<file path="src/rtl/fifo_uart_tx.sv">
// ---------------------------------------------------------------------------
// fifo_uart_tx
// Pops bytes one at a time from a synchronous FIFO and serialises each one
// as an asynchronous UART frame on tx. A frame is a start bit, DATA_W data
// bits LSB first, an optional parity bit, and one stop bit. The block keeps
// draining the FIFO while tx_en is high and the FIFO is not empty.
//
// Ports
//   clk          in   system clock, rising edge
//   rst          in   asynchronous reset, active low
//   tx_en        in   1 = new frames may start; 0 = finish current frame, then idle
//   fifo_empty   in   FIFO empty flag, looked at only in IDLE
//   fifo_wr_en   in   FIFO write strobe; the FIFO ignores reads while it is high
//   fifo_rd_data in   FIFO registered read data, valid the cycle after a read
//   fifo_rd_en   out  FIFO read request, high for the whole FETCH state
//   tx           out  serial line, idle high, registered
//   busy         out  high in every state except IDLE, registered
//   frame_done   out  one-cycle pulse on the last cycle of the stop bit, registered
// ---------------------------------------------------------------------------
module fifo_uart_tx #(
    parameter int DATA_W       = 8,
    parameter int CLKS_PER_BIT = 16,
    parameter int PARITY_EN    = 0,
    parameter int PARITY_ODD   = 0
) (
    input  logic              clk,
    input  logic              rst,
    input  logic              tx_en,
    input  logic              fifo_empty,
    input  logic              fifo_wr_en,
    input  logic [DATA_W-1:0] fifo_rd_data,
    output logic              fifo_rd_en,
    output logic              tx,
    output logic              busy,
    output logic              frame_done
);

    localparam int BAUD_W = (CLKS_PER_BIT > 1) ? $clog2(CLKS_PER_BIT) : 1;
    localparam int BIT_W  = (DATA_W > 1) ? $clog2(DATA_W) : 1;
    localparam logic [BAUD_W-1:0] BAUD_LAST = BAUD_W'(CLKS_PER_BIT - 1);
    localparam logic [BIT_W-1:0]  BIT_LAST  = BIT_W'(DATA_W - 1);
    localparam logic PAR_ON  = (PARITY_EN != 0);
    localparam logic PAR_ODD = (PARITY_ODD != 0);

    typedef enum logic [2:0] {
        S_IDLE   = 3'd0,
        S_FETCH  = 3'd1,
        S_WAIT   = 3'd2,
        S_START  = 3'd3,
        S_DATA   = 3'd4,
        S_PARITY = 3'd5,
        S_STOP   = 3'd6
    } state_t;

    state_t              state_q, state_d;
    logic [BAUD_W-1:0]   baud_q, baud_d;
    logic [BIT_W-1:0]    bit_q, bit_d;
    logic [DATA_W-1:0]   shift_q, shift_d;
    logic                parity_q, parity_d;
    logic                tx_q, tx_d;
    logic                busy_q, busy_d;
    logic                done_q, done_d;
    logic                bit_end;

    always_ff @(posedge clk or negedge rst) begin
        if (!rst) begin
            state_q  <= S_IDLE;
            baud_q   <= '0;
            bit_q    <= '0;
            shift_q  <= '0;
            parity_q <= 1'b0;
            tx_q     <= 1'b1;
            busy_q   <= 1'b0;
            done_q   <= 1'b0;
        end else begin
            state_q  <= state_d;
            baud_q   <= baud_d;
            bit_q    <= bit_d;
            shift_q  <= shift_d;
            parity_q <= parity_d;
            tx_q     <= tx_d;
            busy_q   <= busy_d;
            done_q   <= done_d;
        end
    end

    always_comb begin
        state_d  = state_q;
        baud_d   = baud_q;
        bit_d    = bit_q;
        shift_d  = shift_q;
        parity_d = parity_q;
        bit_end  = (baud_q == BAUD_LAST);

        case (state_q)
            S_IDLE: begin
                baud_d = '0;
                bit_d  = '0;
                if (tx_en && !fifo_empty) state_d = S_FETCH;
            end
            // The FIFO drops reads during writes, so the request is held until
            // a write-free cycle; tx_en is deliberately ignored here.
            S_FETCH: begin
                if (!fifo_wr_en) state_d = S_WAIT;
            end
            S_WAIT: begin
                shift_d  = fifo_rd_data;
                parity_d = (^fifo_rd_data) ^ PAR_ODD;
                state_d  = S_START;
            end
            S_START: begin
                baud_d = baud_q + 1'b1;
                if (bit_end) begin
                    baud_d  = '0;
                    state_d = S_DATA;
                end
            end
            S_DATA: begin
                baud_d = baud_q + 1'b1;
                if (bit_end) begin
                    baud_d  = '0;
                    shift_d = shift_q >> 1;
                    if (bit_q == BIT_LAST) begin
                        bit_d   = '0;
                        state_d = PAR_ON ? S_PARITY : S_STOP;
                    end else begin
                        bit_d = bit_q + 1'b1;
                    end
                end
            end
            S_PARITY: begin
                baud_d = baud_q + 1'b1;
                if (bit_end) begin
                    baud_d  = '0;
                    state_d = S_STOP;
                end
            end
            S_STOP: begin
                baud_d = baud_q + 1'b1;
                if (bit_end) begin
                    baud_d  = '0;
                    state_d = S_IDLE;
                end
            end
            default: begin
                baud_d  = '0;
                bit_d   = '0;
                state_d = S_IDLE;
            end
        endcase

        // Registered outputs are computed from next-state values so that they
        // line up with the state they describe, with no input-to-output path.
        case (state_d)
            S_START:  tx_d = 1'b0;
            S_DATA:   tx_d = shift_d[0];
            S_PARITY: tx_d = parity_d;
            default:  tx_d = 1'b1;
        endcase
        busy_d = (state_d != S_IDLE);
        done_d = (state_d == S_STOP) && (baud_d == BAUD_LAST);
    end

    assign fifo_rd_en = (state_q == S_FETCH);
    assign tx         = tx_q;
    assign busy       = busy_q;
    assign frame_done = done_q;

endmodule

</file>
<file path="config.mk">
export PLATFORM = sky130hd
export DESIGN_NAME = fifo_uart_tx
export DESIGN_NICKNAME = d
export VERILOG_FILES = /design/src/rtl/fifo_uart_tx.sv
export SDC_FILE = /design/constraint.sdc
export NUM_CORES = 1
export LEC_CHECK = 0
export CORE_MARGIN = 3
export CORE_UTILIZATION = 60
export DETAILED_ROUTE_END_ITERATION = 6
export DONT_BUFFER_PORTS = 1
export PLACE_DENSITY = 0.76
export SLEW_MARGIN = 40
export SYNTH_ARGS = -nofsm -noshare
export SYNTH_HDL_FRONTEND = slang
export SYNTH_SLANG_ARGS = --single-unit
</file>
<file path="constraint.sdc">
create_clock -name clk -period 1.9 [get_ports clk]
set_input_delay 0.38 -clock clk [delete_from_list [all_inputs] [get_ports clk]]
set_output_delay 0.38 -clock clk [all_outputs]
set_load 0.03 [all_outputs]
</file>
* Word-level counts from Yosys, hierarchy flattened
Index checks and enable logic that the tools add are counted.
W data, S select, Z words.
** Operators by class
- $add $sub $neg :: 2
- Eq/ne operators :: 14
- Mux-type cells :: 17
- Bitwise gates (word level) :: 1
- Reduce and logical (&&, ||, !) cells :: 12
** Operator list (count)
- $mux W3 :: 9
- $eq A3 B3 Y1 const B :: 7
- $pmux W3 S7 :: 1
- $pmux W8 S2 :: 1
- $eq A3 B2 Y1 const B :: 3
- $eq A4 B4 Y1 const B :: 2
- $mux W8 :: 1
- $pmux W4 S2 :: 1
- $reduce_xor A8 Y1 :: 1
- $pmux W3 S2 :: 1
- $reduce_or A5 Y1 :: 1
- $add A4 B1 Y4 const B :: 1
- $mux W4 :: 1
- $reduce_and A2 Y1 :: 2
- $reduce_or A4 Y1 :: 1
- $add A3 B1 Y3 const B :: 1
- $eq A3 B1 Y1 const B :: 1
- $logic_not A3 Y1 :: 1
- $pmux W1 S3 :: 1
- $reduce_bool A3 Y1 :: 1
- $logic_and A1 B1 Y1 :: 2
- $ne A2 B2 Y1 const B :: 1
- $reduce_bool A2 Y1 :: 1
- $reduce_or A2 Y1 :: 1
- other kinds (3) :: 3
** Storage, ports and cells
- Bits in registers :: 22
- Bits of input ports :: 13
- Logic and storage cells :: 55

* Longest topological paths before layout
Gate-level depths: netlist of run 1.
- Word-level depth :: 6
- Depth in mapped cells :: 7
- Gate-level depth less buffers :: 6

* Worst setup path after synthesis of run 1
OpenSTA, ideal clock, no wires.
- Path type :: register -> output
- From :: register state_q[2]
- To :: output fifo_rd_en
- Data arrival time :: 1428 ps
- Data required time :: 1520 ps
- Setup slack :: 92 ps
- Stages on the path, launching flop included :: 4
- Cells stage by stage :: dfrtp_1 buf_2 buf_2 nor3_1
** On the way
- Longest elaborated chain between the ends :: 1
** RTL lines
- start: declaration :: RTL line 55 : state_t state_q, state_d;
- start signal: assignment :: RTL line 76 : state_q <= state_d;
- $eq A3 B1 Y1 :: RTL line 164 : assign fifo_rd_en = (state_q == S_FETCH);
- end: declaration :: RTL line 32 : output logic fifo_rd_en,
Every way passes these cells.

* Final worst setup path of run 1
- From :: register state_q[0]
- To :: output fifo_rd_en
Same word-level chain as after synthesis.

==> out/metrics.csv, run 1 <==
metric,value,unit
GRT Total Usage,21.42,%
post-DP HPWL,1958,um
vias,1025,
"Max FO, Critical Path",11,
CTS tree,built,
row count,16,
wire per inst,15.34,um
Max Slew Vio Count,0,
die width,52.08,um
Routed Antenna Nets,0,
fraction of layout cells with a size suffix above 1,16.31,%
ant diodes,0,
Mapped Cells,136,
power share of the clock group,41.0,%
Final Critical Period,1.806,ns
final worst path period share,95.08,%
Final #Nets,158,
post-route setup slack,0.09356,ns
Filler cells,155,
CP max-delay cell,dfrtp_2,
headroom to the max-slew limit,68.55,%
synth top area cells,"dfrtp_1 (41%), nand2_1 (6.2%), a21oi_1 (4.3%)",
placed cells,163,
CP top delay family,flip-flops,
Final Setup Violations,0,
synth warn,0,
CP cell instances,inv_1 > buf_4 > nor3_1 > buf_4,
ys async rst share,100.0,%
Detailed Route WL,2577,um
Hold WS,0.01025,ns
TNS Setup,0,ns
Psw,0.0001646,W
Critical Setup Path Class,reg2out,
design area,1388,um2
combinational power share,4.7,%
Reg power frac,54.2,%
CP arrival,1.43,ns
power per cell area,622.3,nW/um2
switching part of the total power,19.06,%
synth unique cells,44,
CTS Buf Count,3,
worst slew pin tran,0.4717,ns
mapped cell area,1274,um2
prevailing post-synth register cell,dfrtp_1,
DR iter-0 viols,36,
Final Skew,0.003525,ns
Synth area leader,dfrtp_1,
"Seq/Total Area, Yosys",43.32,%
Area after DPL,1326,um2
Int Power,0.0006989,W
die area,2712,um2
DRC viols,0,
initial antenna violation count,0,
crit path from,state_q[0]$_DFF_PN0_,
RSZ-0062 raised after global routing,no,
Crit. End Element,output pin,
maximum clock path buffer count,2,
Worst Path Buf+Inv,3,
R2R Path Start,baud_q[1]$_DFF_PN0_,
CP Launch Type,flip-flop,
area grow syn2layout,8.939,%
H-tree depth,1,
# port buffers,0,
1st-pass router iterations,4,
peak supply drop,0.0005237,V
number of global-route vias before repair,972,
final hold violation count,0,
critical path required time,1.52,ns
number of flops mapped to enable cells by yosys,0,
multi-input gate area in the final layout,675.6,um2
clk slew on worst S/H paths,0.12,ns
Placer Congestion,0.8939,
FF+latch area,553.0,um2
"Net Count, Synth",152,
gr ovfl total,0,
MaxCap Viol Count,0,
Syn Area/Cell,9.366,um2
worst hold path class,in2async,
flop and latch count out of synthesis,22,
most frequent CP cell,buf_4,
"slowest stage delay, CP",0.52,ns
leakage,0.5742,nW
Vias/cell,6.101,
status,finished clean,
Clock Latency Late Sink,0.30,ns
clk sinks,22,
Die Height,52.08,um
largest net degree at the start of global routing,23,
share of the synthesized area in the top cell type,41.26,%
pre-CTS WS,0.06945,ns
Post-Layout Cell Count,168,
io pins,17,
initial core utilization,64.27,%
CTS root buf,clkbuf_4,
Core Footprint,1982,um2
Fmax,553.6,MHz
global-route wire length before repair,4388,um
final timing paths:
| kind | to | slack, ns | cells past startpoint |
|---|---|---|---|
| max | fifo_rd_en | 0.09 | 4 |
| min | parity_q$_DFF_PN0_ | 0.01 | 1 |
| max reg2reg | busy$_DFF_PN0_ | 0.10 | 5 |
| min reg2reg | shift_q[2]$_DFFE_PN0P_ | 0.50 | 2 |
| max in group asynchronous | state_q[0]$_DFF_PN0_ | 1.55 | 1 |
| min in group clk | shift_q[5]$_DFFE_PN0P_ | 0.20 | 2 |
cell type report:
cell class | instances | share of cell area, %
multi-input cells | 103 | 48.69
flip-flops and latches | 22 | 39.86
repair buffers | 8 | 4.148
well taps | 27 | 2.435
clock inverters | 1 | 2.164
clock buffers | 3 | 1.623
inverters | 4 | 1.082
per-layer routing:
metal / global-route usage [%] / share of wire, %
met3: 5.444 / 5.5
met5: 0 / 0
met1: 28.62 / 44
met2: 34.73 / 49
met4: 4.803 / 0.81
per-stage QoR:
| step | utilization (%) | power, W |
|---|---|---|
| after floorplan | - | 0.0005044 |
| after global placement | 66.92 | 0.0005080 |
| after detailed placement | 66.92 | 0.0005092 |
| after CTS | 70.14 | 0.0008730 |
| after global routing | 70.01 | 0.0008910 |
| final | 70.01 | 0.0008635 |
cell usage in the layout (no fill, tap or decap), types with 2 or more instances in the layout:
cell type   n
o21ai_0     7
a22o_1      2
buf_4       7
nand2_1    21
a221oi_1    2
ha_1        2
nor2_1      7
nand3_1     3
inv_1       4
clkbuf_4    3
a22oi_1     6
o211ai_1    2
nor3_1      2
and3_1      2
xnor2_1     6
dfrtp_1    20
a21oi_1    11
nor2b_1     2
mux2_2      3
flip-flops by register name, indices dropped and copies added, names as in the netlist:
register / cells
frame_done: 1
tx: 1
parity_q: 1
busy: 1
state_q: 3
shift_q: 8
bit_q: 3
baud_q: 4
power groups by stage:
stage | Sequential [W] | Combinational [W] | Clock [W]
final | 0.000468 | 0.0000409 | 0.000354
after global routing | 0.000468 | 0.0000440 | 0.000379
after CTS | 0.000468 | 0.0000424 | 0.000362
after detailed placement | 0.000477 | 0.0000319 | 0
after global placement | 0.000477 | 0.0000308 | 0
after floorplan | 0.000477 | 0.0000271 | 0
kinds of logic (layout without fill, tap and decap cells):
group                      count (synthesis)  in the layout  share of synthesized area (%)
xor gates and xnor gates                   7              7                          4.813
and+or+nand+nor                           47             47                          18.57
AOI/OAI and AO/OA                         43             43                          23.87
DFF                                       22             22                          43.32
buffers and inverters                     11             16                          3.831
adders and majority gates                  3              3                          2.947
muxes                                      3              3                          2.652
synthesized netlist by cell type (all sizes together) (2+ instances only):
| master | number |
|---|---|
| nand3 | 3 |
| mux2 | 3 |
| a221oi | 2 |
| dfrtp | 21 |
| xnor2 | 6 |
| a22o | 2 |
| a22oi | 6 |
| buf | 6 |
| nor3b | 2 |
| nor2b | 2 |
| nor3 | 2 |
| nor2 | 7 |
| inv | 4 |
| ha | 3 |
| and3 | 2 |
| o21ai | 7 |
| o211ai | 2 |
| nand2 | 21 |
| a21oi | 13 |
timing repair:
item | 4_1_cts | 5_1_grt
gates resized for setup | 1 | 1
hold buffers | 1 | 0
buffers inserted | 0 | 0
cloned | 0 | 0
setup endpoints to repair | 1 | 4
endpoints found under the hold margin | 22 | 0
(Power assumes the default switching activity.)
==> inputs of run 2 (changes only) <==
Settings changed: CELL_PAD_IN_SITES_DETAIL_PLACEMENT set to 2, CELL_PAD_IN_SITES_GLOBAL_PLACEMENT set to 2, CORE_UTILIZATION 60 to 38, PLACE_DENSITY 0.76 to not set, PLACE_DENSITY_LB_ADDON set to 0.1.
==> run 2 against run 1 <==
Register-to-register slack improved by 0.04 ns. Total power decreased by 9.2%. Final cell count increased by 12%. Largest cell class unchanged. Sequential cell count unchanged. Largest power group unchanged. Critical path type unchanged. Count of clock-buffer cells in the layout increased by 1.
==> out/metrics.csv, run 2 (synthesized netlist as in run 1, its figures left out) <==
metric,value,unit,change
post-DP HPWL,2622,um,+34%
Routed Antenna Nets,0,,unchanged
Final #Nets,161,,+1.9%
H-tree depth,1,,unchanged
most frequent cells in the layout,"nand2_1 (21), dfrtp_1 (18), a21oi_1 (11)",,
number of global-route vias before repair,1166,,+20%
"most common cell after layout, fill and taps aside",nand2_1,,
row count,20,,+4
largest net degree at the start of global routing,23,,unchanged
DRC viols,0,,unchanged
CTS Buf Count,3,,unchanged
RSZ-0062 raised after global routing,no,,
maximum clock path buffer count,2,,unchanged
TNS Setup,0,ns,unchanged
1st-pass router iterations,4,,unchanged
r2r setup slk,0.14,ns,+0.04 ns
CTS root buf,clkbuf_4,,
status,finished clean,,
final hold violation count,0,,unchanged
Clock Latency Late Sink,0.32,ns,+0.02 ns
"Max FO, Critical Path",9,,-2
CP Launch Type,flip-flop,,
Placer Congestion,0.7291,,-18%
Largest register FFs,8,,unchanged
Area after DPL,1370,um2,+3.3%
headroom to the max-slew limit,65.92,%,-2.6 points
io pins,17,,unchanged
Filler cells,357,,+130%
Final Skew,0.01233,ns,+0.008808 ns
initial antenna violation count,0,,unchanged
clk slew on worst S/H paths,0.14,ns,+0.02 ns
DR iter-0 viols,66,,+83%
leakage,0.5804,nW,+1.1%
Detailed Route WL,3530,um,+37%
vias,1065,,+3.9%
peak supply drop,0.0002902,V,-45%
Final Setup Violations,0,,unchanged
CTS tree,built,,
worst slew pin tran,0.5112,ns,+0.03948 ns
critical path required time,1.52,ns,about the same
R2R Path Start,baud_q[1]$_DFF_PN0_,,
gr ovfl total,0,,unchanged
wire per inst,18.78,um,+22%
Final Critical Period,1.807,ns,+0.001046 ns
Max Slew Vio Count,0,,unchanged
ant diodes,0,,unchanged
global-route wire length before repair,6141,um,+40%
worst hold path class,in2async,,
Biggest register,shift_q,,
initial core utilization,40.72,%,-24 points
R2R cell count,5,,unchanged
die area,4083,um2,+51%
CP arrival,1.43,ns,about the same
design area,1419,um2,+2.3%
clk sinks,22,,unchanged
RR Endpoint,busy$_DFF_PN0_,,
Core Footprint,3128,um2,+58%
MaxCap Viol Count,0,,unchanged
Vias/cell,5.665,,-7.2%
power per cell area,552.8,nW/um2,-11%
Critical Setup Path Class,reg2out,,
Regs by FF count,"shift_q x8, baud_q x4",,
fraction of layout cells with a size suffix above 1,20.14,%,+3.8 points
die width,63.90,um,+23%
Crit. End Element,output pin,,
final worst path period share,95.13,%,about the same
area grow syn2layout,11.39,%,
# port buffers,0,,unchanged
GRT Total Usage,19.48,%,-1.9 points
Fmax,553.3,MHz,about the same
Die Height,63.90,um,+23%
-- run 2: cell count changes in the layout (fill, tap and decap cells not counted), sizes merged --
| cell | before | now |
|---|---|---|
| buf | 8 | 11 |
| bufinv | 1 | 0 |
| clkbuf | 3 | 4 |
-- run 2: what timing repair did --
item                                    CTS  global route
cloned                                    0             0
setup buffers                             0             0
resized for setup                         1             5
endpoints found under the hold margin    22             0
hold buffers                              1             0
endpoints found under the setup margin    1            14
-- run 2: report_power, final --
| part | internal, W | leakage (nW) | switching (W) |
|---|---|---|---|
| Clock | 0.000117 | 0.0210 | 0.000157 |
| Combinational | 0.0000176 | 0.310 | 0.0000238 |
| Sequential | 0.000468 | 0.249 | 0 |
| Total | 0.000603 | 0.580 | 0.000181 |
-- run 2: worst max path at each step --
stage,startpoint,end,slack (ns),cells past startpoint
4_1_cts,baud_q[1]$_DFF_PN0_,busy$_DFF_PN0_,0.05,5
2_1_floorplan,state_q[2]$_DFF_PN0_,fifo_rd_en,0.09,3
3_3_place_gp,baud_q[1]$_DFF_PN0_,busy$_DFF_PN0_,0.16,5
3_5_place_dp,baud_q[1]$_DFF_PN0_,busy$_DFF_PN0_,0.08,5
5_1_grt,state_q[0]$_DFF_PN0_,fifo_rd_en,0.0009,4
6_report,state_q[0]$_DFF_PN0_,fifo_rd_en,0.09,4
-- run 2: stage by stage --
| step | hold slack, ns | utilization (%) | cells | setup slack (ns) | power, W |
|---|---|---|---|---|---|
| final | 0.002392 | 45.36 | 188 | 0.09251 | 0.0007844 |
| after global routing | 0.02815 | 45.36 | 188 | 0.0008976 | 0.0008294 |
| after CTS | 0.1676 | 45.32 | 188 | 0.04644 | 0.0007988 |
| after detailed placement | 0.08496 | 43.80 | 183 | 0.07639 | 0.0005092 |
| after global placement | 0.08496 | 43.80 | 183 | 0.1621 | 0.0005081 |
| after floorplan | 0.08441 | - | 136 | 0.09243 | 0.0005044 |
-- run 2: cell type report --
type,count,area (um2),area share (%)
repair buffers,11,80.08,5.644
multi-input cells,103,676.9,47.71
flip-flops and latches,22,555.5,39.15
clock buffers,4,36.28,2.557
inverters,4,15.01,1.058
well taps,44,55.05,3.880
-- run 2: critical path, stage by stage, from the launching register on --
cell     delay (ns)
dfrtp_2        0.50
inv_1          0.09
buf_4          0.17
nor3_1         0.17
buf_4          0.19
-- run 2: per-layer routing --
metal,global-route usage [%],wire length [um],vias to the layer above
li1,-,-,508
met1,26.76,1725,537
met2,31.87,1652,16
met3,2.460,104,4
met4,5.660,48,0
met5,0,0,-
